`src/rtl/fetch_pkg.sv`:
```
// Shared definitions for the instruction-fetch stage: FSM encoding, fixed constants
// and the PC increment helper.
package fetch_pkg;

    typedef enum logic [1:0] {
        IDLE  = 2'd0,
        FETCH = 2'd1,
        HELD  = 2'd2
    } state_t;

    localparam logic [31:0] RESET_PC = 32'h0000_0000;
    localparam logic [31:0] NOP      = 32'h0000_0000;

    function automatic logic [31:0] pc_inc(input logic [31:0] pc);
        return pc + 32'd4;
    endfunction

endpackage

```
`src/rtl/fetch_skid_buffer.sv`:
```
// One-entry {instr, pc4} holding register that catches a word returned while decode
// is stalled.
module fetch_skid_buffer
    import fetch_pkg::*;
(
    input  logic        CLK,
    input  logic        RST,
    input  logic        i_clr,
    input  logic        i_ld,
    input  logic [31:0] i_instr,
    input  logic [31:0] i_pc4,
    output logic [31:0] o_instr,
    output logic [31:0] o_pc4,
    output logic        o_full
);

    logic [31:0] r_instr;
    logic [31:0] r_pc4;
    logic        r_full;

    // Clear wins over load so a flush that coincides with a capture leaves the entry empty.
    always_ff @(posedge CLK) begin
        if (RST || i_clr) begin
            r_instr <= NOP;
            r_pc4   <= 32'h0;
            r_full  <= 1'b0;
        end else if (i_ld) begin
            r_instr <= i_instr;
            r_pc4   <= i_pc4;
            r_full  <= 1'b1;
        end
    end

    assign o_instr = r_instr;
    assign o_pc4   = r_pc4;
    assign o_full  = r_full;

endmodule

```
`src/rtl/fetch_stage.sv`:
```
// Instruction fetch stage: owns the PC, the IF/ID pipeline register and a one-entry
// skid buffer so a word returned during a decode stall is not lost.
module fetch_stage
    import fetch_pkg::*;
(
    input  logic        CLK,
    input  logic        RST,
    input  logic        stall,
    input  logic        br_taken,
    input  logic [31:0] br_target,
    output logic        imem_req,
    output logic [31:0] imem_addr,
    input  logic        imem_ack,
    input  logic [31:0] imem_rdata,
    output logic [31:0] if_id_instr,
    output logic [31:0] if_id_pc4,
    output logic        if_id_valid,
    output logic [31:0] pc_plus4,
    output logic        pc_ld
);

    state_t      r_state;
    logic [31:0] r_pc;
    logic [31:0] r_if_instr;
    logic [31:0] r_if_pc4;
    logic        r_if_valid;

    logic [31:0] w_pc4;
    logic [31:0] w_br_pc;
    logic        w_fetch;
    logic        w_skid_ld;
    logic        w_skid_clr;
    logic [31:0] w_skid_instr;
    logic [31:0] w_skid_pc4;
    logic        w_skid_full;

    assign w_pc4      = pc_inc(r_pc);
    assign w_br_pc    = br_target & 32'hFFFF_FFFC;
    assign w_fetch    = (r_state == FETCH);
    assign w_skid_ld  = w_fetch && imem_ack && stall && !br_taken;
    // The entry is consumed when a held word moves into IF/ID, and dropped on a flush.
    assign w_skid_clr = br_taken || ((r_state == HELD) && !stall);

    fetch_skid_buffer u_skid (
        .CLK     (CLK),
        .RST     (RST),
        .i_clr   (w_skid_clr),
        .i_ld    (w_skid_ld),
        .i_instr (imem_rdata),
        .i_pc4   (w_pc4),
        .o_instr (w_skid_instr),
        .o_pc4   (w_skid_pc4),
        .o_full  (w_skid_full)
    );

    always_ff @(posedge CLK) begin
        if (RST) begin
            r_state    <= IDLE;
            r_pc       <= RESET_PC;
            r_if_instr <= NOP;
            r_if_pc4   <= 32'h0;
            r_if_valid <= 1'b0;
        end else if (br_taken) begin
            r_state    <= FETCH;
            r_pc       <= w_br_pc;
            r_if_instr <= NOP;
            r_if_valid <= 1'b0;
        end else begin
            unique case (r_state)
                IDLE: r_state <= FETCH;
                FETCH: begin
                    if (imem_ack) begin
                        r_pc <= w_pc4;
                        if (stall) begin
                            r_state <= HELD;
                        end else begin
                            r_if_instr <= imem_rdata;
                            r_if_pc4   <= w_pc4;
                            r_if_valid <= 1'b1;
                        end
                    end else if (!stall) begin
                        r_if_valid <= 1'b0;
                    end
                end
                HELD: begin
                    if (!stall) begin
                        r_if_instr <= w_skid_instr;
                        r_if_pc4   <= w_skid_pc4;
                        r_if_valid <= w_skid_full;
                        r_state    <= FETCH;
                    end
                end
                default: r_state <= IDLE;
            endcase
        end
    end

    assign imem_req    = w_fetch;
    assign imem_addr   = r_pc;
    assign pc_plus4    = w_pc4;
    assign pc_ld       = w_fetch && imem_ack && !br_taken;
    assign if_id_instr = r_if_instr;
    assign if_id_pc4   = r_if_pc4;
    assign if_id_valid = r_if_valid;

endmodule

```
`config.mk`:
```
export PLATFORM = sky130hd
export DESIGN_NAME = fetch_stage
export DESIGN_NICKNAME = d
export VERILOG_FILES = /design/src/rtl/fetch_pkg.sv /design/src/rtl/fetch_skid_buffer.sv /design/src/rtl/fetch_stage.sv
export SDC_FILE = /design/constraint.sdc
export NUM_CORES = 1
export LEC_CHECK = 0
export CAP_MARGIN = 5
export CORE_AREA = 2 2 129 131
export DETAILED_ROUTE_END_ITERATION = 8
export DIE_AREA = 0 0 131 133
export PLACE_DENSITY = 0.78
export SETUP_SLACK_MARGIN = 0.5
export SYNTH_ARGS = -nofsm -noshare
export SYNTH_HDL_FRONTEND = slang
export SYNTH_HIERARCHICAL = 1
export SYNTH_SLANG_ARGS = --single-unit
```
`constraint.sdc`:
```
create_clock -name CLK -period 2.7 [get_ports CLK]
set_input_delay 0.54 -clock CLK [delete_from_list [all_inputs] [get_ports CLK]]
set_output_delay 0.54 -clock CLK [all_outputs]
set_load 0.01 [all_outputs]
```
After elaboration in Yosys (flattened, before gate mapping):

Index checks and enable logic that the tools add are counted.

* bits in registers: 164
* output and inout bits: 131
* word-level logic and storage cells: 63

* $add $sub $neg: 1
* muxes and demuxes: 21
* bitwise logic cells: 1
* eq/ne operators: 9
* reduce and logical (&&, ||, !) cells: 21

Operator list (count)
* 32-bit two-way mux: 9
* 32-bit one-hot mux with 2 select lines: 2
* 32-bit by 3-bit adder with 32-bit output, second input constant: 1
* 3-bit inequality test, second input constant: 3
* 3-bit AND reduction: 3
* 2-bit inequality test, second input constant: 4
* 2-bit two-way mux: 3
* 2-bit one-hot mux with 3 select lines: 1
* 2-bit nonzero test: 3
* 1-bit logical AND: 5
* 1-bit two-way mux: 5
* 5-bit AND reduction: 1
* 2-bit AND reduction: 2
* 4-bit AND reduction: 1
* 2-bit by 1-bit equality test with 1-bit output, second input constant: 1
* 2-bit equality test, second input constant: 1
* 1-bit zero test: 2
* 2-bit zero test: 1
* 1-bit logical OR: 2
* 1-bit one-hot mux with 2 select lines: 1
* 2-bit OR reduction: 1
* 1-bit NOT: 1

Logic depth before layout (Yosys ltp):

Gate-level depths: netlist (run 1).

* word-level depth: 4
* mapped depth: 11
* mapped depth without buffers: 8

Modules after synthesis:

The synthesis (run 1) kept the hierarchy.

Modules (own cells, without submodules)
* fetch_stage: times used 1, area an instance 5322.6 um2, cells an instance 632, seq. area each 1941.9 um2
* fetch_skid_buffer: times used 1, area an instance 2339.7 um2, cells an instance 210, seq. area each 1301.2 um2

Worst setup path before layout (run 1):

Ideal clock, no wire load.

* path type: register to output
* from: reg r_pc[2], in the netlist imem_addr[2]
* to: out pc_plus4[22]
* setup slack: 0.389 ns
* buffers on the path: 0
* required time: 2.160 ns
* data arrival time: 1.771 ns
* stages on the path, launching flop included: 6
* cells stage by stage: dfxtp_1 -> ha_1 -> nand3_2 -> nor4_4 -> nand3_1 -> xnor2_1

* cells in the longest elaborated chain, start to end: 1

RTL lines
* from (decl): line fetch_stage.sv:23 `logic [31:0] r_pc;`
* from (signal assigned): line fetch_stage.sv:65 `r_pc <= w_br_pc;`
* from (signal assigned): line fetch_stage.sv:73 `r_pc <= w_pc4;`
* 32-bit by 3-bit adder with 32-bit output: line fetch_pkg.sv:15 `return pc + 32'd4;`
* to (decl): line fetch_stage.sv:18 `output logic [31:0] pc_plus4,`

No other way between the ends.

Worst setup path in the final report (run 1):

* from: reg r_pc[12], in the netlist imem_addr[12]
* to: out pc_plus4[30]

Same word-level chain as after synthesis.

==> metrics.txt, run 1 <==
# TYPE chip_impl_metric gauge
chip_impl_metric{name="clkSinkCount",unit=""} 162
chip_impl_info{name="worstPathCellList",value="nand4_1 > nor4_4 > buf_6 > nand3b_1 > xor2_2 > inv_2 > buf_6"} 1
chip_impl_metric{name="synth-async-reset-ratio",unit="%"} 0
chip_impl_metric{name="synth-seq-cells",unit=""} 162
chip_impl_metric{name="grt_antenna_before_repair",unit=""} 2
chip_impl_metric{name="die_h",unit="microns"} 133
chip_impl_metric{name="grt_start_max_net_pins",unit=""} 41
chip_impl_metric{name="timing.reg2reg.setup_slack",unit="ps"} 510
chip_impl_metric{name="crit_fanout",unit=""} 8
chip_impl_metric{name="drc",unit=""} 0
chip_impl_info{name="status",value="finished, violations left"} 1
chip_impl_metric{name="layout_setup_ws",unit="ps"} -19.1
chip_impl_metric{name="area_growth",unit="%"} 55.0
chip_impl_metric{name="routability_congestion_estimate_from_global_placement",unit=""} 0.894
chip_impl_metric{name="drt_wl_total",unit="microns"} 26700
chip_impl_metric{name="die_area",unit="sq um"} 17400
chip_impl_metric{name="hold_viol",unit=""} 0
chip_impl_info{name="worst_setup_path_end_kind",value="output pin"} 1
chip_impl_metric{name="ys_types",unit=""} 46
chip_impl_metric{name="tot_pwr",unit="uW"} 6070
chip_impl_info{name="regToRegEndpoint",value="imem_addr[28]$_SDFFE_PP0P_"} 1
chip_impl_metric{name="max_cap_violations",unit=""} 0
chip_impl_metric{name="cp_slowest_stage_delay",unit="ps"} 400
chip_impl_metric{name="drive_above_1_share",unit="%"} 26.4
chip_impl_metric{name="setup_viol",unit=""} 1
chip_impl_metric{name="final_nets",unit=""} 1206
chip_impl_metric{name="ctsHtreeMaxLevel",unit=""} 4
chip_impl_metric{name="routedWlPerCell",unit="microns"} 19.5
chip_impl_metric{name="power.density",unit="nW/um^2"} 511
chip_impl_metric{name="start_util",unit="%"} 47.4
chip_impl_metric{name="total_congestion_overflow",unit=""} 0
chip_impl_metric{name="fin_setup_tns",unit="ps"} -19.1
chip_impl_info{name="rsz0062_at_grt",value="true"} 1
chip_impl_info{name="synth_common_cells",value="162 x sky130_fd_sc_hd__dfxtp_1, 134 x sky130_fd_sc_hd__nor2_1, 100 x sky130_fd_sc_hd__mux2i_1"} 1
chip_impl_metric{name="yosysSeqAreaShare",unit="%"} 42.3
chip_impl_metric{name="clk-insertion-delay-late",unit="ps"} 430
chip_impl_metric{name="final-max-slew-violation-count",unit=""} 0
chip_impl_metric{name="dp_slack",unit="ps"} 22.7
chip_impl_info{name="failed_checks",value="negative setup slack"} 1
chip_impl_metric{name="core.rowCount",unit=""} 47
chip_impl_info{name="path_common_cell",value="sky130_fd_sc_hd__buf_6"} 1
chip_impl_metric{name="route.vias.total",unit=""} 7748
chip_impl_metric{name="post-dp-hpwl",unit="microns"} 15600
chip_impl_metric{name="synth-edff-count",unit=""} 0
chip_impl_metric{name="post_drt_via_cell_ratio",unit=""} 5.67
chip_impl_metric{name="peakVddDrop",unit="mV"} 0.477
chip_impl_metric{name="fin_crit_sh",unit="%"} 101
chip_impl_metric{name="track_usage",unit="%"} 27.6
chip_impl_metric{name="worstPathRequired",unit="ps"} 2160
chip_impl_info{name="worst_setup_path_start_kind",value="register"} 1
chip_impl_metric{name="synth_top_cell_area_share",unit="%"} 42.3
chip_impl_metric{name="finalWorstPathRequiredPeriod",unit="ps"} 2720
chip_impl_info{name="synth_top_cells_by_area",value="sky130_fd_sc_hd__dfxtp_1 42%, sky130_fd_sc_hd__mux2i_1 13%, sky130_fd_sc_hd__nor2_1 6.6%, sky130_fd_sc_hd__a211oi_1 5.1%, sky130_fd_sc_hd__xnor2_1 3.3%"} 1
chip_impl_metric{name="avgSynthCellArea",unit="sq um"} 9.10
chip_impl_info{name="cts_tree",value="done"} 1
chip_impl_metric{name="detail_route.iter0.violations",unit=""} 622
chip_impl_metric{name="design.core.area",unit="sq um"} 16200
chip_impl_info{name="synth.most_common_cell",value="sky130_fd_sc_hd__dfxtp_1"} 1
chip_impl_metric{name="synthCells",unit=""} 842
chip_impl_info{name="critical_path.reg2reg.startpoint",value="imem_addr[2]$_SDFFE_PP0P_"} 1
chip_impl_metric{name="cts_made_buffers",unit=""} 17
chip_impl_metric{name="fmaxAchievable",unit="MHz"} 368
chip_impl_metric{name="worst_clock_skew",unit="ps"} 7.13
chip_impl_metric{name="worstRegToRegCells",unit=""} 9
chip_impl_info{name="crit_end",value="pc_plus4[30]"} 1
chip_impl_info{name="startpoint",value="imem_addr[12]$_SDFFE_PP0P_"} 1
chip_impl_metric{name="final_antenna_violating_net_count",unit=""} 0
chip_impl_info{name="crit_path_category",value="register to output pin"} 1
chip_impl_metric{name="via_count_of_the_first_global_routing_pass",unit=""} 7067
chip_impl_metric{name="static-leakage-power",unit="uW"} 0.00459
chip_impl_info{name="cts_root_buffer",value="sky130_fd_sc_hd__clkbuf_16"} 1
chip_impl_metric{name="die-width",unit="microns"} 131
chip_impl_metric{name="crit_arrival",unit="ps"} 2180
chip_impl_metric{name="io_pins",unit=""} 200
chip_impl_metric{name="synth.cell_area",unit="sq um"} 7660
chip_impl_metric{name="detailedRoute.firstPassIterationCount",unit=""} 6
chip_impl_metric{name="cts.hold.buffers_added",unit=""} 0
chip_impl_metric{name="synth.yosys.warnings",unit=""} 6
chip_impl_metric{name="grt_first_pass_wirelength",unit="microns"} 37600
chip_impl_metric{name="clkTransAtPathRegs",unit="ps"} 60
chip_impl_info{name="synth_top_cell_by_area",value="sky130_fd_sc_hd__dfxtp_1"} 1
chip_impl_info{name="most_common_flop_cell_mapped_by_yosys",value="sky130_fd_sc_hd__dfxtp_1"} 1
chip_impl_info{name="slowest_stage",value="sky130_fd_sc_hd__dfxtp_1"} 1
chip_impl_info{name="timing.hold.worst.class",value="input port to register"} 1
chip_impl_metric{name="max-clock-path-buffers",unit=""} 2
chip_impl_metric{name="port_buffers",unit=""} 193
## worst min path at each step
stage	start	to	slack [ps]	cells after the start
2_1_floorplan	u_skid/o_full$_SDFFE_PP0P_	u_skid/o_full$_SDFFE_PP0P_	430	2
3_5_place_dp	if_id_pc4[5]$_SDFFE_PP0P_	if_id_pc4[5]$_SDFFE_PP0P_	450	2
4_1_cts	RST	r_state[0]$_SDFFE_PP0P_	370	2
6_report	RST	r_state[0]$_SDFFE_PP0P_	390	2
3_3_place_gp	if_id_pc4[4]$_SDFFE_PP0P_	if_id_pc4[4]$_SDFFE_PP0P_	440	2
5_1_grt	RST	r_state[0]$_SDFFE_PP0P_	390	2
## worst max-delay path, delay by kind of cell (launching register included)
kind,cells,cell delay [ps]
AND/OR/NAND/NOR,3,690
buffers and inverters,3,410
flip-flops,1,400
XOR/XNOR,1,250
## kinds of logic (layout without fill, tap and decap cells)
| group | count (synthesis) | count (layout) | synth area share, % |
|---|---|---|---|
| AO/OA/AOI/OAI | 136 | 136 | 12.2 |
| XOR/XNOR | 52 | 52 | 5.94 |
| adder cells (fa/ha/maj) | 5 | 5 | 0.816 |
| buffers and inverters | 87 | 384 | 6.06 |
| flip-flops | 162 | 162 | 42.3 |
| multiplexers | 100 | 100 | 13.1 |
| other | 1 | 8 | 0.0489 |
| AND/OR/NAND/NOR | 299 | 299 | 19.5 |
## flip-flops by register name, indices dropped and copies added, names as in the netlist
register        flops
imem_addr          30
r_state             2
u_skid/o_full       1
u_skid/o_instr     32
if_id_pc4          32
if_id_valid         1
u_skid/o_pc4       32
if_id_instr        32
## through the flow
step                      instance area [sq um]  util [%]  cells  hold slack (ps)
final                                     11900      73.4   1366              390
after CTS                                 11400      70.5   1339              371
after global routing                      11900      73.4   1366              387
after detailed placement                  10300      63.5   1276              446
after global placement                    10300      63.5   1276              438
after floorplan                            7710         -    847              434
## per-layer routing
metal	global-route usage (%)	vias to the layer above	routed length, microns
met5	0	-	0
met4	13.5	0	1390
met3	6.71	112	2350
met2	44.2	458	12600
met1	34.5	3645	10300
li1	-	3533	-
## placed cells by master, fill, tap and decap left out, drive strengths merged, types with 8 or more instances in the layout
cell type | synthesis | layout
nor3 | 13 | 13
o2bb2ai | 9 | 9
xor2 | 23 | 23
o211ai | 9 | 9
inv | 13 | 13
and2 | 8 | 8
nand3 | 20 | 20
buf | 35 | 174
and4 | 9 | 9
nor2 | 134 | 134
nor4 | 11 | 11
a211oi | 53 | 53
xnor2 | 29 | 29
nand4 | 14 | 14
and3 | 21 | 21
clkdlybuf4s50 | 0 | 161
nand2 | 45 | 45
mux2i | 100 | 100
clkbuf | 39 | 23
a21oi | 41 | 41
dfxtp | 162 | 162
nand2b | 12 | 12
## area by class of cell
| class | count | area (sq um) |
|---|---|---|
| multi-input cells | 598 | 4520 |
| fillers | 1084 | 4300 |
| flip-flops and latches | 162 | 3280 |
| repair buffers | 340 | 3140 |
| clock buffers | 23 | 478 |
| well taps | 220 | 275 |
| clock inverters | 8 | 126 |
| inverters | 13 | 52.6 |
| diodes | 2 | 5.00 |
## repair_timing
| action | 4_1_cts | 5_1_grt |
|---|---|---|
| pin swaps | 37 | 27 |
| setup endpoints to repair | 31 | 87 |
| setup buffers | 32 | 25 |
| resized for setup | 202 | 59 |
## power by group
part / total, uW / leakage (uW) / switching [uW] / internal (uW)
Combinational: 1040 / 0.00298 / 515 / 526
Sequential: 2540 / 0.00132 / 68.2 / 2470
Clock: 2490 / 0.000286 / 968 / 1530
Note: power is estimated with default switching activity, not from simulation.
==> inputs of run 2 (changes only) <==
- CTS_CLUSTER_DIAMETER: unset -> 80
==> results of run 2 <==
The final DEF is identical to that of run 1; final timing and power are the same.
